File: src/rtl/rf_pkg.sv
// ---------------------------------------------------------------------------
// rf_pkg
// Shared definitions for the register-file write arbiter.
//   AW       : default register-address width
//   DW       : default write-data width
//   REG_ZERO : hard-wired zero register; writes to it are swallowed
//   wr_entry_t : one buffered write (destination register + data)
// ---------------------------------------------------------------------------
package rf_pkg;

  localparam int AW = 5;
  localparam int DW = 32;

  localparam logic [AW-1:0] REG_ZERO = '0;

  typedef struct packed {
    logic [AW-1:0] addr;
    logic [DW-1:0] data;
  } wr_entry_t;

endpackage : rf_pkg

File: src/rtl/rf_wb_slot.sv
// ---------------------------------------------------------------------------
// rf_wb_slot
// Single-entry writeback buffer for one requester.
// Ports:
//   clk, rst     : clock, asynchronous active-high reset
//   load         : capture in_reg/in_data this edge (wins over clear)
//   clear        : entry was granted and drains this edge
//   age_in       : age bit stored with a newly loaded entry (1 = younger
//                  than the entry waiting in the other slot)
//   age_clr      : the other slot just loaded a younger entry, so this
//                  entry is now the older one
//   in_reg/data  : entry being loaded
//   full         : slot holds a valid entry
//   entry_reg/data : stored entry
//   age          : stored age bit
// ---------------------------------------------------------------------------
module rf_wb_slot #(
  parameter int AW = rf_pkg::AW,
  parameter int DW = rf_pkg::DW
) (
  input  logic          clk,
  input  logic          rst,
  input  logic          load,
  input  logic          clear,
  input  logic          age_in,
  input  logic          age_clr,
  input  logic [AW-1:0] in_reg,
  input  logic [DW-1:0] in_data,
  output logic          full,
  output logic [AW-1:0] entry_reg,
  output logic [DW-1:0] entry_data,
  output logic          age
);

  // NOTE: sequential state uses non-blocking assignments so every flop
  // samples pre-edge values, independent of statement order.
  // NOTE: the stored entry is reset along with the full flag; it is only a
  // few flops and keeps the hazard compare free of X after reset.
  always_ff @(posedge clk or posedge rst) begin
    if (rst) begin
      full       <= 1'b0;
      age        <= 1'b0;
      entry_reg  <= '0;
      entry_data <= '0;
    end else if (load) begin
      // A refill on the grant edge keeps the slot full.
      full       <= 1'b1;
      age        <= age_in;
      entry_reg  <= in_reg;
      entry_data <= in_data;
    end else begin
      if (clear) begin
        full <= 1'b0;
        age  <= 1'b0;
      end
      if (age_clr) begin
        age <= 1'b0;
      end
    end
  end

endmodule : rf_wb_slot

File: src/rtl/rf_write_arbiter.sv
// ---------------------------------------------------------------------------
// rf_write_arbiter
// Merges two writeback streams (A = ALU, B = load) into the single register
// file write port. Each requester owns a one-entry buffer; one buffered
// entry is granted per cycle and registered onto the write port.
// Ports:
//   clk, rst                 : clock, asynchronous active-high reset
//   a_valid/a_ready/a_reg/a_data : requester A handshake and entry
//   b_valid/b_ready/b_reg/b_data : requester B handshake and entry
//   RegWrite/write_reg/write_data : registered register-file write port
//   q_reg1/q_reg2            : hazard query addresses
//   q_pend1/q_pend2          : combinational "write still pending" flags
// Arbitration:
//   one slot full          -> grant it
//   both full, diff regs   -> grant the side not granted last (pref_b)
//   both full, same reg    -> grant the older entry; same-edge arrivals go A
// ---------------------------------------------------------------------------
module rf_write_arbiter #(
  parameter int AW = rf_pkg::AW,
  parameter int DW = rf_pkg::DW
) (
  input  logic          clk,
  input  logic          rst,
  input  logic          a_valid,
  output logic          a_ready,
  input  logic [AW-1:0] a_reg,
  input  logic [DW-1:0] a_data,
  input  logic          b_valid,
  output logic          b_ready,
  input  logic [AW-1:0] b_reg,
  input  logic [DW-1:0] b_data,
  output logic          RegWrite,
  output logic [AW-1:0] write_reg,
  output logic [DW-1:0] write_data,
  input  logic [AW-1:0] q_reg1,
  input  logic [AW-1:0] q_reg2,
  output logic          q_pend1,
  output logic          q_pend2
);

  logic          a_full, b_full;
  logic          a_age, b_age;
  logic [AW-1:0] a_ereg, b_ereg;
  logic [DW-1:0] a_edata, b_edata;
  logic          grant_a, grant_b;
  logic          load_a, load_b;
  logic          a_age_in, b_age_in;
  logic          pref_b;      // 0: prefer A on a different-register tie
  logic [AW-1:0] sel_reg;
  logic [DW-1:0] sel_data;

  // NOTE: every signal assigned in always_comb gets a default first so no
  // path leaves it unassigned (no latch).
  always_comb begin
    grant_a = 1'b0;
    grant_b = 1'b0;
    if (a_full && b_full) begin
      if (a_ereg == b_ereg) begin
        // At most one age bit is set; a set bit marks the younger entry.
        grant_a = !a_age;
        grant_b =  a_age;
      end else begin
        grant_a = !pref_b;
        grant_b =  pref_b;
      end
    end else begin
      grant_a = a_full;
      grant_b = b_full;
    end
  end

  // Ready never looks at valid, so the producer may use it to decide valid.
  assign a_ready = !a_full || grant_a;
  assign b_ready = !b_full || grant_b;
  assign load_a  = a_valid && a_ready;
  assign load_b  = b_valid && b_ready;

  // A new entry is younger only if the other side is still waiting behind it.
  assign a_age_in = b_full && !grant_b;
  assign b_age_in = a_full && !grant_a;

  rf_wb_slot #(.AW(AW), .DW(DW)) u_slot_a (
    .clk        (clk),
    .rst        (rst),
    .load       (load_a),
    .clear      (grant_a),
    .age_in     (a_age_in),
    .age_clr    (load_b && b_age_in),
    .in_reg     (a_reg),
    .in_data    (a_data),
    .full       (a_full),
    .entry_reg  (a_ereg),
    .entry_data (a_edata),
    .age        (a_age)
  );

  rf_wb_slot #(.AW(AW), .DW(DW)) u_slot_b (
    .clk        (clk),
    .rst        (rst),
    .load       (load_b),
    .clear      (grant_b),
    .age_in     (b_age_in),
    .age_clr    (load_a && a_age_in),
    .in_reg     (b_reg),
    .in_data    (b_data),
    .full       (b_full),
    .entry_reg  (b_ereg),
    .entry_data (b_edata),
    .age        (b_age)
  );

  assign sel_reg  = grant_b ? b_ereg  : a_ereg;
  assign sel_data = grant_b ? b_edata : a_edata;

  always_ff @(posedge clk or posedge rst) begin
    if (rst) begin
      RegWrite   <= 1'b0;
      write_reg  <= '0;
      write_data <= '0;
      pref_b     <= 1'b0;
    end else begin
      if (grant_a || grant_b) begin
        // A register-0 entry still uses the slot but never writes.
        RegWrite   <= (sel_reg != '0);
        write_reg  <= sel_reg;
        write_data <= sel_data;
      end else begin
        RegWrite <= 1'b0;
      end
      // Pointer names the side not granted last; only contended grants move
      // it, and for the common alternating case this is a plain toggle.
      if (a_full && b_full) begin
        pref_b <= grant_a;
      end
    end
  end

  // Pending: waiting in either buffer or being written this cycle.
  assign q_pend1 = (q_reg1 != '0) &&
                   ((a_full && (a_ereg == q_reg1)) ||
                    (b_full && (b_ereg == q_reg1)) ||
                    (RegWrite && (write_reg == q_reg1)));
  assign q_pend2 = (q_reg2 != '0) &&
                   ((a_full && (a_ereg == q_reg2)) ||
                    (b_full && (b_ereg == q_reg2)) ||
                    (RegWrite && (write_reg == q_reg2)));

endmodule : rf_write_arbiter
File: config.mk
export PLATFORM = sky130hd
export DESIGN_NAME = rf_write_arbiter
export DESIGN_NICKNAME = d
export VERILOG_FILES = /design/src/rtl/rf_pkg.sv /design/src/rtl/rf_wb_slot.sv /design/src/rtl/rf_write_arbiter.sv
export SDC_FILE = /design/constraint.sdc
export NUM_CORES = 1
export LEC_CHECK = 0
export CORE_MARGIN = 1
export CORE_UTILIZATION = 55
export CTS_BUF_LIST = sky130_fd_sc_hd__clkbuf_4
export DETAILED_ROUTE_END_ITERATION = 7
export HOLD_SLACK_MARGIN = 0.1
export PLACE_DENSITY_LB_ADDON = 0.25
export RECOVER_POWER = 25
export SLEW_MARGIN = 20
export SYNTH_ARGS = -nofsm -noshare
export SYNTH_HDL_FRONTEND = slang
export SYNTH_SLANG_ARGS = --single-unit
File: constraint.sdc
create_clock -name clk -period 7.35 [get_ports clk]
set_input_delay 1.1025 -clock clk [delete_from_list [all_inputs] [get_ports clk]]
set_output_delay 1.1025 -clock clk [all_outputs]
set_load 0.02 [all_outputs]
; After elaboration in Yosys (flattened, before gate mapping)
; Cells that the tools add are included.
; W data, S select, Z words.
[totals]
regBits = 116
input_bits = 88
output_inout_bits = 42
elab_cells = 64
[classes]
eq_ne = 7
muxes = 13
n_reduce_logical = 33
[op_table]
columns = op, n
row1 = $eq A5 B5 Y1, 7
row2 = $mux W32, 1
row3 = $reduce_bool A5 Y1, 3
row4 = $logic_and A1 B1 Y1, 14
row5 = $mux W1, 11
row6 = $logic_or A1 B1 Y1, 7
row7 = $logic_not A1 Y1, 6
row8 = $mux W5, 1
row9 = $reduce_bool A2 Y1, 2
row10 = $reduce_bool A3 Y1, 1

; Longest topological paths before layout
[depth]
word_depth = 8
depth_mapped = 7
depth_no_buf = 5

; Modules after synthesis
; Synthesis repeated with hierarchy kept, for this count alone.
[unflattened]
hier_cells = 439
hier_area_um2 = 5614.1
[modules_own_cells]
columns = mod, n_inst, cells_per_inst, area_each_um2
row1 = rf_wb_slot, 2, 86, 1465.2
row2 = rf_write_arbiter, 1, 267, 2683.8

; Worst setup path after synthesis
; No wires, ideal clock.
[synth_timing]
path_type = input to output
from = input port q_reg1[1]
to = output port q_pend1
arrival_ns = 2.087
t_required_ns = 6.247
path_slack_ns = 4.160
stages = 5
n_path_buf = 0
cell_sequence = xor2_1 > nor4_1 > and3_1 > a31oi_1 > a21oi_1
[synth_via]
elab_chain_len = 5
[synth_lines]
columns = element, line
row1 = from (decl), rf_write_arbiter.sv:35  ; input logic [AW-1:0] q_reg1,
row2 = "$eq A5 B5 Y1, on equally long branches", "rf_write_arbiter.sv:140, rf_write_arbiter.sv:141"
row3 = "$logic_and A1 B1 Y1, on equally long branches", "rf_write_arbiter.sv:140, rf_write_arbiter.sv:141"
row4 = $logic_or A1 B1 Y1, rf_write_arbiter.sv:140  ; ((a_full && (a_ereg == q_reg1)) ||
row5 = $logic_or A1 B1 Y1, rf_write_arbiter.sv:141  ; (b_full && (b_ereg == q_reg1)) ||
row6 = $logic_and A1 B1 Y1 *, rf_write_arbiter.sv:139  ; assign q_pend1 = (q_reg1 != '0) &&
row7 = to (decl), rf_write_arbiter.sv:37  ; output logic q_pend1,
; Mark *: on every way between the ends. The rest lies on a longest branch, timed or not.

; Final worst setup path
; Ends and elaborated chain as after synthesis.

==> run_results.csv <==
group,metric,value,unit
detailed_routing,routedWlPerCell,16.9,um
run_status,status,"completed",
cells_and_area,antenna_cells,0,
clock_tree,ctsHoldBuffers,0,
flow_run,maxCapViolCount,0,
detailed_routing,ant_nets,0,
pwr,power_switching,0.925,mW
synthesis,syn_area,0.00528,mm^2
cells_and_area,drive_gt1_share,11.9,%
grt,antenna_found_initial,0,
pwr,leakage,2.94,nW
cells_and_area,largestRegisters,"u_slot_a.entry_data (32), u_slot_b.entry_data (32), write_data (32)",
synthesis,synth.distinct_cells,39,
detailed_routing,drt-pass1-iter-count,4,
worst_setup_path,start_kind,"input pin",
detailed_routing,vias_per_cell,5.42,
clock_tree,cts_max_path_buffers,2,
pwr,p_clk_share,17.6,%
pwr,power.density,363,mW/mm^2
grt,grt_max_degree,86,
sta,skew,0.0226,ns
pwr,p_seq_share,41.9,%
cells_and_area,area_growth,30.0,%
grt,first_global_vias,4044,
sta,hold_viol_final,0,
floorplanning,die-area,0.00999,mm^2
clock_tree,cts_made_buffers,17,
synthesis,ys_seq_elements,116,
worst_setup_path,max_stage_delay,0.61,ns
sta,final_max_slew_viol_count,0,
clock_tree,cts_setup_buffers,0,
worst_setup_path,path_cells,"clkdlybuf4s50_1 -> xor2_1 -> nor4_1 -> and3_1 -> a31oi_1 -> a21oi_1 -> clkdlybuf4s50_1",
floorplanning,die_w,100,um
synthesis,avgSynthCellArea,12.5,um^2
synthesis,synth-seq-area-share,55.0,%
pwr,power.internal,1.57,mW
sta,setup_viol,0,
grt,grt_overflow,0,
worst_setup_path,cp-end-kind,"output pin",
sta,min_period_over_period,58.4,%
pwr,p_comb_share,40.5,%
clock_tree,clk_latency,0.52,ns
sta,finalSetupTns,0,ns
clock_tree,cts_sinks,116,
placed_design,hpwl,7780,um
floorplanning,fp-row-count,35,
floorplanning,start_util,56.9,%
clock_tree,ctsResizeCount,0,
placed_design,finalWeightedCongestion,0.914,
detailed_routing,vias,3713,
detailed_routing,routed_wl,11600,um
worst_setup_path,cp_slowest_cell,"clkdlybuf4s50_1",
worst_setup_path,cp_max_fo,4,
worst_setup_path,critPathTopFamily,"buffers and inverters",
clock_tree,root_buffer,"clkbuf_4",
placed_design,port_buffers,129,
synthesis,synth_edf_count,0,
synthesis,async_flop_share,100,%
worst_setup_path,arrival,3.19,ns
synthesis,syn-num-nets,509,
sta,fmax,0.233,GHz
worst_setup_path,worstSetupPathType,"in2out",
worst_setup_path,crit_required,6.25,ns
synthesis,syn-instance-count,421,
pwr,power.total,2.49,mW
floorplanning,io_pins,130,
floorplanning,core_area,0.00928,mm^2
floorplanning,die_h,100,um
grt,gr-usage-all-layers,25.6,%
worst_setup_path,critPathMostFrequentCell,"clkdlybuf4s50_1",
cells_and_area,nets,633,
pwr,swShare,37.1,%
sta,slew_headroom,8.96,%
sta,worst_pin_slew,1.36,ns
grt,grt_pass1_wl,19300,um
worst_setup_path,worst-path-buf-inv,2,
cells_and_area,final_core_util,73.9,%
sta,rsz0062_at_grt,"false",
pwr,irDropWorstVdd,270,uV
sta,post-route-min-period,4.29,ns
synthesis,yosysWarnings,0,
clock_tree,htree_num_levels,4,
detailed_routing,drt_iter0_drc,129,
hold_path,hold_path_class,"reg2reg",
clock_tree,cts_tree,"built",
detailed_routing,drc,0,
clock_tree,clk_pin_slew_worst_paths,0.09,ns
synthesis,ys.flop_type,"dfrtp_1",
cells by family (layout without fill, tap and decap cells):
logic type | count (synthesis) | count (layout) | synth area share [%]
flip-flops | 116 | 116 | 55.0
multiplexers | 111 | 111 | 22.8
AO/OA/AOI/OAI | 54 | 54 | 6.45
buffers and inverters | 35 | 170 | 3.56
AND/OR/NAND/NOR | 70 | 70 | 6.40
XOR/XNOR | 35 | 35 | 5.81
cell usage in the layout (no fill, tap or decap), types with 2 or more instances in the layout:
cell / instances
xor2_1: 23
inv_1: 5
o21ai_0: 5
xnor2_1: 12
nand3_2: 2
mux2_1: 49
and3_1: 3
bufinv_16: 2
nor2_1: 4
nand4_1: 2
nand2_1: 40
clkbuf_4: 19
mux2i_1: 37
buf_4: 4
a31oi_1: 3
or4_1: 4
nand3_1: 4
clkdlybuf4s50_1: 128
dfrtp_1: 115
clkinv_2: 4
nor3_1: 2
a21oi_1: 2
clkinv_1: 2
mux2_2: 25
o21ai_1: 36
clkinv_4: 3
nor4_1: 5
synthesized netlist by cell type (2+ instances only):
library cell | n | area, um^2
dfrtp_1 | 116 | 2900
mux2_1 | 49 | 552
nand2_1 | 40 | 150
xnor2_1 | 12 | 105
clkbuf_1 | 4 | 15.0
o21ai_1 | 36 | 180
nor4_1 | 5 | 31.3
buf_2 | 18 | 90.1
inv_1 | 6 | 22.5
buf_4 | 3 | 22.5
mux2_2 | 25 | 282
a21oi_1 | 2 | 10.0
or4_1 | 4 | 30.0
o21ai_0 | 5 | 25.0
nand3_2 | 2 | 20.0
nor3_1 | 2 | 10.0
a31oi_1 | 3 | 18.8
mux2i_1 | 37 | 370
nor2_1 | 3 | 11.3
nand4_1 | 2 | 12.5
buf_6 | 3 | 33.8
xor2_1 | 23 | 201
nand3_1 | 4 | 20.0
and3_1 | 2 | 12.5
worst min-delay path: stages, from the launching register on:
cell     delay, ns
dfrtp_1       0.35
nand2_1       0.05
o21ai_1       0.06
per-layer routing:
metal	vias up	global-route usage, %	wire, um
li1	1719	-	-
met1	1867	30.2	4700
met2	105	44.0	6060
met3	22	7.66	641
met4	0	10.3	195
met5	-	0	0
metrics by stage:
step,hold slack [ns],setup WS [ns],cells,cell area (um^2)
after floorplan,0.450,3.18,421,5280
after global placement,0.461,3.21,655,6610
after detailed placement,0.474,3.17,655,6610
after CTS,0.498,3.16,685,6860
after global routing,0.514,2.91,685,6860
final,0.495,3.06,685,6860
area by class of cell:
type / instances / area, um^2
Clock buffer: 19 / 143
Timing Repair Buffer: 134 / 1330
Inverter: 6 / 23.8
Sequential cell: 116 / 2900
Tap cell: 129 / 161
Multi-Input combinational cell: 270 / 2180
Fill cell: 637 / 2420
Clock inverter: 11 / 114
path summary, 6_finish.rpt:
check | startpoint | to | slack, ns | depth (start not counted)
max | q_reg1[1] | q_pend1 | 3.06 | 7
min | u_slot_a.entry_data[5] | write_data[5] | 0.50 | 2
max reg2reg | u_slot_b.full | u_slot_a.entry_data[27] | 4.22 | 6
min reg2reg | u_slot_a.entry_data[5] | write_data[5] | 0.50 | 2
max in group asynchronous | rst | u_slot_b.full | 4.71 | 3
min in group asynchronous | rst | write_data[21] | 1.32 | 2
power by group through the flow:
stage          clock [mW]  combinational (mW)  sequential (mW)
6_report            0.438                1.01             1.04
2_1_floorplan           0               0.555             1.11
3_3_place_gp            0               0.985             1.04
4_1_cts             0.448                1.02             1.04
5_1_grt             0.476                1.09             1.07
3_5_place_dp            0                1.02             1.05
(Power assumes the default switching activity.)
